`config.mk`:
```
export PLATFORM = sky130hd
export DESIGN_NAME = spi_cmd_ctrl
export DESIGN_NICKNAME = d
export VERILOG_FILES = /design/src/rtl/spi_cmd_ctrl.sv
export SDC_FILE = /design/constraint.sdc
export NUM_CORES = 1
export LEC_CHECK = 0
export BUFFER_PORTS_ARGS = -buffer_cell sky130_fd_sc_hd__buf_2
export CAP_MARGIN = 10
export CELL_PAD_IN_SITES_DETAIL_PLACEMENT = 1
export CELL_PAD_IN_SITES_GLOBAL_PLACEMENT = 1
export CORE_ASPECT_RATIO = 1.4
export CORE_MARGIN = 2
export CORE_UTILIZATION = 31
export CTS_CLUSTER_SIZE = 40
export DETAILED_ROUTE_END_ITERATION = 8
export PLACE_DENSITY_LB_ADDON = 0.1
export SLEW_MARGIN = 15
export SYNTH_ARGS = -nofsm -noshare
export SYNTH_HDL_FRONTEND = slang
export SYNTH_SLANG_ARGS = --single-unit
export TNS_END_PERCENT = 1
```
`constraint.sdc`:
```
create_clock -name clk -period 3.2 [get_ports clk]
set_input_delay 0.48 -clock clk [delete_from_list [all_inputs] [get_ports clk]]
set_output_delay 0.48 -clock clk [all_outputs]
set_load 0.05 [all_outputs]
```
`src/rtl/spi_cmd_ctrl.sv`:
```
// Command processor behind the SPI slave: decodes 32-bit host commands, drives SCCB register
// writes, and packs 32-byte frame-buffer reads into one 256-bit reply word.
module spi_cmd_ctrl #(
    parameter int         ADDR_W       = 17,
    parameter logic [7:0] STATUS_MAGIC = 8'h5A
) (
    input  logic              clk,
    input  logic              reset,
    input  logic              cmd_valid,
    input  logic [31:0]       cmd_data,
    output logic              cmd_ack,
    input  logic              tx_free,
    output logic              tx_en,
    output logic [255:0]      tx_data,
    output logic              mem_rd_en,
    output logic [ADDR_W-1:0] mem_addr,
    input  logic [7:0]        mem_rd_data,
    input  logic              reg_busy,
    output logic              reg_req,
    output logic [7:0]        reg_addr,
    output logic [7:0]        reg_val,
    output logic [2:0]        dbg_state
);

    typedef enum logic [2:0] {
        S_IDLE     = 3'd0,
        S_DECODE   = 3'd1,
        S_FETCH    = 3'd2,
        S_TX_WAIT  = 3'd3,
        S_REG_WAIT = 3'd4
    } state_t;

    state_t              state_q, state_d;
    logic [31:0]         cmd_q, cmd_d;
    logic                cmd_seen_q, cmd_seen_d;
    logic [ADDR_W-1:0]   addr_q, addr_d;
    logic [7:0]          err_cnt_q, err_cnt_d;
    logic [5:0]          issue_k_q, issue_k_d;
    logic [4:0]          cap_k_q, cap_k_d;
    logic                rd_pend_q, rd_pend_d;
    logic                cmd_ack_q, cmd_ack_d;
    logic                tx_en_q, tx_en_d;
    logic [255:0]        tx_data_q, tx_data_d;
    logic                mem_rd_en_q, mem_rd_en_d;
    logic [ADDR_W-1:0]   mem_addr_q, mem_addr_d;
    logic                reg_req_q, reg_req_d;
    logic [7:0]          reg_addr_q, reg_addr_d;
    logic [7:0]          reg_val_q, reg_val_d;

    // Handshakes: cmd_ack, tx_en and reg_req are single-cycle pulses; a command is consumed
    // only from IDLE, and cmd_seen blocks re-consuming it until the slave drops cmd_valid.
    always_comb begin
        state_d     = state_q;
        cmd_d       = cmd_q;
        cmd_seen_d  = cmd_valid ? cmd_seen_q : 1'b0;
        addr_d      = addr_q;
        err_cnt_d   = err_cnt_q;
        issue_k_d   = issue_k_q;
        cap_k_d     = cap_k_q;
        rd_pend_d   = 1'b0;
        cmd_ack_d   = 1'b0;
        tx_en_d     = 1'b0;
        tx_data_d   = tx_data_q;
        mem_rd_en_d = 1'b0;
        mem_addr_d  = mem_addr_q;
        reg_req_d   = 1'b0;
        reg_addr_d  = reg_addr_q;
        reg_val_d   = reg_val_q;

        case (state_q)
            S_IDLE: begin
                if (cmd_valid && !cmd_seen_q) begin
                    cmd_ack_d  = 1'b1;
                    cmd_d      = cmd_data;
                    cmd_seen_d = 1'b1;
                    state_d    = S_DECODE;
                end
            end
            S_DECODE: begin
                state_d = S_IDLE;
                case (cmd_q[7:0])
                    8'h00, 8'h01: state_d = S_IDLE;
                    8'h10: addr_d = ADDR_W'(cmd_q[31:8]);
                    8'h11: begin
                        issue_k_d = 6'd0;
                        cap_k_d   = 5'd0;
                        state_d   = S_FETCH;
                    end
                    8'h20: begin
                        reg_addr_d = cmd_q[15:8];
                        reg_val_d  = cmd_q[23:16];
                        state_d    = S_REG_WAIT;
                    end
                    8'h30: begin
                        tx_data_d = {216'b0, err_cnt_q, 24'(addr_q), STATUS_MAGIC};
                        state_d   = S_TX_WAIT;
                    end
                    default: begin
                        if (err_cnt_q != 8'hFF) err_cnt_d = err_cnt_q + 8'd1;
                    end
                endcase
            end
            S_FETCH: begin
                if (!issue_k_q[5]) begin
                    mem_rd_en_d = 1'b1;
                    mem_addr_d  = addr_q + ADDR_W'(issue_k_q);
                    issue_k_d   = issue_k_q + 6'd1;
                end
                // Read data is valid the cycle after the strobe, so capture trails issue by one.
                rd_pend_d = mem_rd_en_q;
                if (rd_pend_q) begin
                    tx_data_d[{cap_k_q, 3'b000} +: 8] = mem_rd_data;
                    cap_k_d = cap_k_q + 5'd1;
                    if (cap_k_q == 5'd31) begin
                        addr_d = addr_q + ADDR_W'(32);
                        if (tx_free) begin
                            tx_en_d = 1'b1;
                            state_d = S_IDLE;
                        end else begin
                            state_d = S_TX_WAIT;
                        end
                    end
                end
            end
            S_TX_WAIT: begin
                if (tx_free) begin
                    tx_en_d = 1'b1;
                    state_d = S_IDLE;
                end
            end
            S_REG_WAIT: begin
                if (!reg_busy) begin
                    reg_req_d = 1'b1;
                    state_d   = S_IDLE;
                end
            end
            default: state_d = S_IDLE;
        endcase
    end

    always_ff @(posedge clk) begin
        if (!reset) begin
            state_q     <= S_IDLE;
            cmd_q       <= '0;
            cmd_seen_q  <= 1'b0;
            addr_q      <= '0;
            err_cnt_q   <= '0;
            issue_k_q   <= '0;
            cap_k_q     <= '0;
            rd_pend_q   <= 1'b0;
            cmd_ack_q   <= 1'b0;
            tx_en_q     <= 1'b0;
            tx_data_q   <= '0;
            mem_rd_en_q <= 1'b0;
            mem_addr_q  <= '0;
            reg_req_q   <= 1'b0;
            reg_addr_q  <= '0;
            reg_val_q   <= '0;
        end else begin
            state_q     <= state_d;
            cmd_q       <= cmd_d;
            cmd_seen_q  <= cmd_seen_d;
            addr_q      <= addr_d;
            err_cnt_q   <= err_cnt_d;
            issue_k_q   <= issue_k_d;
            cap_k_q     <= cap_k_d;
            rd_pend_q   <= rd_pend_d;
            cmd_ack_q   <= cmd_ack_d;
            tx_en_q     <= tx_en_d;
            tx_data_q   <= tx_data_d;
            mem_rd_en_q <= mem_rd_en_d;
            mem_addr_q  <= mem_addr_d;
            reg_req_q   <= reg_req_d;
            reg_addr_q  <= reg_addr_d;
            reg_val_q   <= reg_val_d;
        end
    end

    assign cmd_ack   = cmd_ack_q;
    assign tx_en     = tx_en_q;
    assign tx_data   = tx_data_q;
    assign mem_rd_en = mem_rd_en_q;
    assign mem_addr  = mem_addr_q;
    assign reg_req   = reg_req_q;
    assign reg_addr  = reg_addr_q;
    assign reg_val   = reg_val_q;
    assign dbg_state = state_q;

endmodule

```
==> results.yml <==
worst_setup_path:
  regToRegSetupSlack_ns: 0.32
  crit_type: "flip-flop to flip-flop"
  end_kind: "flip-flop"
  cp-startpoint: "dbg_state[1]"
  cp.required_ns: 3.69
  r2r_cells: 8
  reg2reg_from: "dbg_state[1]"
  cp_max_fo: 15
  r2r-end: "tx_data[104]"
  crit_end: "tx_data[104]"
  cp_data_arrival_time_ns: 3.37
  start_kind: "flip-flop"
clock_network:
  numCtsBuffers: 37
  cts_max_path_buffers: 3
  cts_setup_buffers: 0
  postCtsHoldBufs: 0
  clkSinkCount: 359
  cts_resized: 0
  clkSlewWorstSetupHoldPaths_ns: 0.06
  cts_tree: "done"
  clkLatencyLatePin_ns: 0.55
  htree_levels: 2
  root_buffer: "clkbuf_16"
global_route:
  antenna_found_initial: 0
  grt_use_total: 0.243
  grt_pass1_wl_um: 91900
  grt_start_max_net_pins: 62
  grt_pass1_vias: 14400
  overflow: 0
synthesis:
  yosysUniqueCellTypes: 79
  synth-edff-count: 0
  yosysMostFrequentCell: "dfxtp_1"
  synth_top_cell_area_share: 0.487
  synth_area_sq_mm: 0.0148
  synth_seq_cells: 359
  synthTopCellsByArea: "dfxtp_1, nand2_1, a21oi_1, a22o_1, o2bb2ai_1"
  ys_seq_area_frac: 0.487
  netlist.top_cell.by_area: "dfxtp_1"
  synthCells: 1641
  synth_ff_type: "dfxtp_1"
  async_reset_ff_frac: 0
  synth.yosys.warnings: 0
  synth_nets: 1703
  synth_common_cells: "dfxtp_1, nand2_1, a21oi_1"
  synth.avg_cell_area_sq_um: 8.99
sta:
  max_freq_mhz: 347
  fin_crit_ns: 2.88
  maxSlewViolCount: 0
  rsz0062_at_grt: "no"
  skew_ns: 0.0132
  fin_crit_sh: 0.901
  worstMarginPinSlew_ns: 1.12
  setup_violations: 0
  tns_ns: 0
  slew_headroom: 0.247
  finalHoldViolations: 0
floorplan:
  rows: 94
  die_x_um: 188
  die_h_um: 262
  initial_core_util: 0.314
  design.core.area_sq_mm: 0.0470
  dieArea_sq_mm: 0.0494
  num_io_pins: 341
drt:
  post_drt_wl_per_cell_um: 23.6
  viasPerCell: 5.42
  route.detailed.drc: 0
  firstDrtPassIters: 5
  drt-initial-drc-count: 685
  num_vias: 14200
  wl_um: 61800
  drtAntennaViolNets: 0
power_and_ir_drop:
  leakage_uw: 0.00756
  powerDensity_mw_per_mm2: 510
  power_uw: 9480
  ir_worst_vdd_uv: 290
cells_and_area:
  finish.utilization: 0.396
  n_antenna_cell: 0
  fin_nets: 2026
  fillCellCount: 5570
  fin_cells: 2615
  final_layout_size_suffix_gt1_frac: 0.258
  area_growth_pct: 26.1
placed_design:
  dp.cells: 2549
  dp.final_hpwl_um: 45800
  io_buffers: 333
  routabilityCongestion: 0.882
min_path:
  hold_path.class: "primary input to flip-flop"
run_status:
  status: "finished, final reports clean"
run:
  cap_violations: 0
## placed cells by master (no fill, tap or decap), types with 15 or more instances in the layout
| cell | n |
|---|---|
| and2_1 | 32 |
| a22o_1 | 68 |
| dfxtp_1 | 359 |
| a21oi_1 | 129 |
| a32o_1 | 19 |
| nor3_1 | 28 |
| nor2_1 | 82 |
| a32oi_1 | 20 |
| ha_1 | 16 |
| a31oi_1 | 23 |
| and3_1 | 17 |
| o21ai_0 | 57 |
| buf_4 | 82 |
| buf_2 | 333 |
| clkbuf_16 | 39 |
| xnor2_1 | 15 |
| a211oi_1 | 19 |
| o2bb2ai_1 | 66 |
| nand3_1 | 85 |
| nand2_1 | 231 |
| nand4_1 | 28 |
## critical path, stage by stage, from the launching register on
cell	delay (ns)
dfxtp_1	0.63
nor4bb_4	0.46
buf_4	0.26
nand2_1	0.10
buf_4	0.23
nor2_1	0.28
nor4b_1	0.51
buf_4	0.24
a22o_1	0.12
## cell families (layout without fill, tap and decap cells)
| logic type | after synthesis | in the layout | share of synthesized area |
|---|---|---|---|
| simple gates | 568 | 568 | 0.187 |
| compound gates | 516 | 516 | 0.250 |
| flops | 359 | 359 | 0.487 |
| buf+inv | 144 | 494 | 0.0381 |
| xor+xnor | 25 | 25 | 0.0148 |
| fa+ha+maj | 17 | 17 | 0.0149 |
| mux | 12 | 12 | 0.00814 |
## worst min-delay path by stage
stage | slack [ns] | endpoint | startpoint | cells past startpoint
2_1_floorplan | 0.44 | cmd_q[24] | cmd_q[24] | 2
3_3_place_gp | 0.44 | mem_addr[3] | mem_addr[3] | 2
3_5_place_dp | 0.44 | reg_addr[2] | reg_addr[2] | 2
4_1_cts | 0.10 | reg_req | reg_busy | 2
5_1_grt | 0.13 | reg_req | reg_busy | 2
6_report | 0.12 | reg_req | reg_busy | 2
## final cells by class
| cell class | count | area [sq um] | area share |
|---|---|---|---|
| well taps | 624 | 781 | 0.0420 |
| clock inverters | 14 | 154 | 0.00827 |
| clock buffers | 52 | 1090 | 0.0588 |
| flip-flops and latches | 359 | 7190 | 0.386 |
| multi-input cells | 1138 | 7040 | 0.378 |
| inverters | 12 | 47.5 | 0.00255 |
| repair buffers | 416 | 2300 | 0.124 |
## per-stage QoR
stage / setup WS (ns) / cell area [sq um] / hold WS, ns
floorplan: 0.571 / 14800 / 0.436
global placement: 0.330 / 17400 / 0.439
detailed placement: 0.286 / 17400 / 0.443
CTS: 0.262 / 18600 / 0.101
global route: 0.0708 / 18600 / 0.128
finish: 0.318 / 18600 / 0.120
## report_power, final
| part | switching [uW] | total (uW) | leakage (uW) | internal (uW) |
|---|---|---|---|---|
| combinational | 314 | 424 | 0.00405 | 110 |
| clock | 1880 | 4520 | 0.000617 | 2630 |
| sequential | 42.4 | 4540 | 0.00289 | 4500 |
## registers in the layout, indices dropped and copies added, names as in the netlist
register    count
cap_k_q         5
issue_k_q       6
reg_req         1
reg_val         8
cmd_seen_q      1
dbg_state       3
cmd_ack         1
tx_data       256
reg_addr        8
rd_pend_q       1
cmd_q          25
err_cnt_q       8
addr_q         17
mem_rd_en       1
mem_addr       17
tx_en           1
## metal layers
| metal | GRT usage | part of all wire | vias up | wire [um] |
|---|---|---|---|---|
| li1 | - | - | 6709 | - |
| met1 | 0.268 | 0.39 | 7002 | 24100 |
| met2 | 0.473 | 0.53 | 356 | 33000 |
| met3 | 0.0284 | 0.037 | 109 | 2310 |
| met4 | 0.0972 | 0.039 | 0 | 2400 |
| met5 | 0 | 0 | - | 0 |
Power figures use the tool's default switching activity.
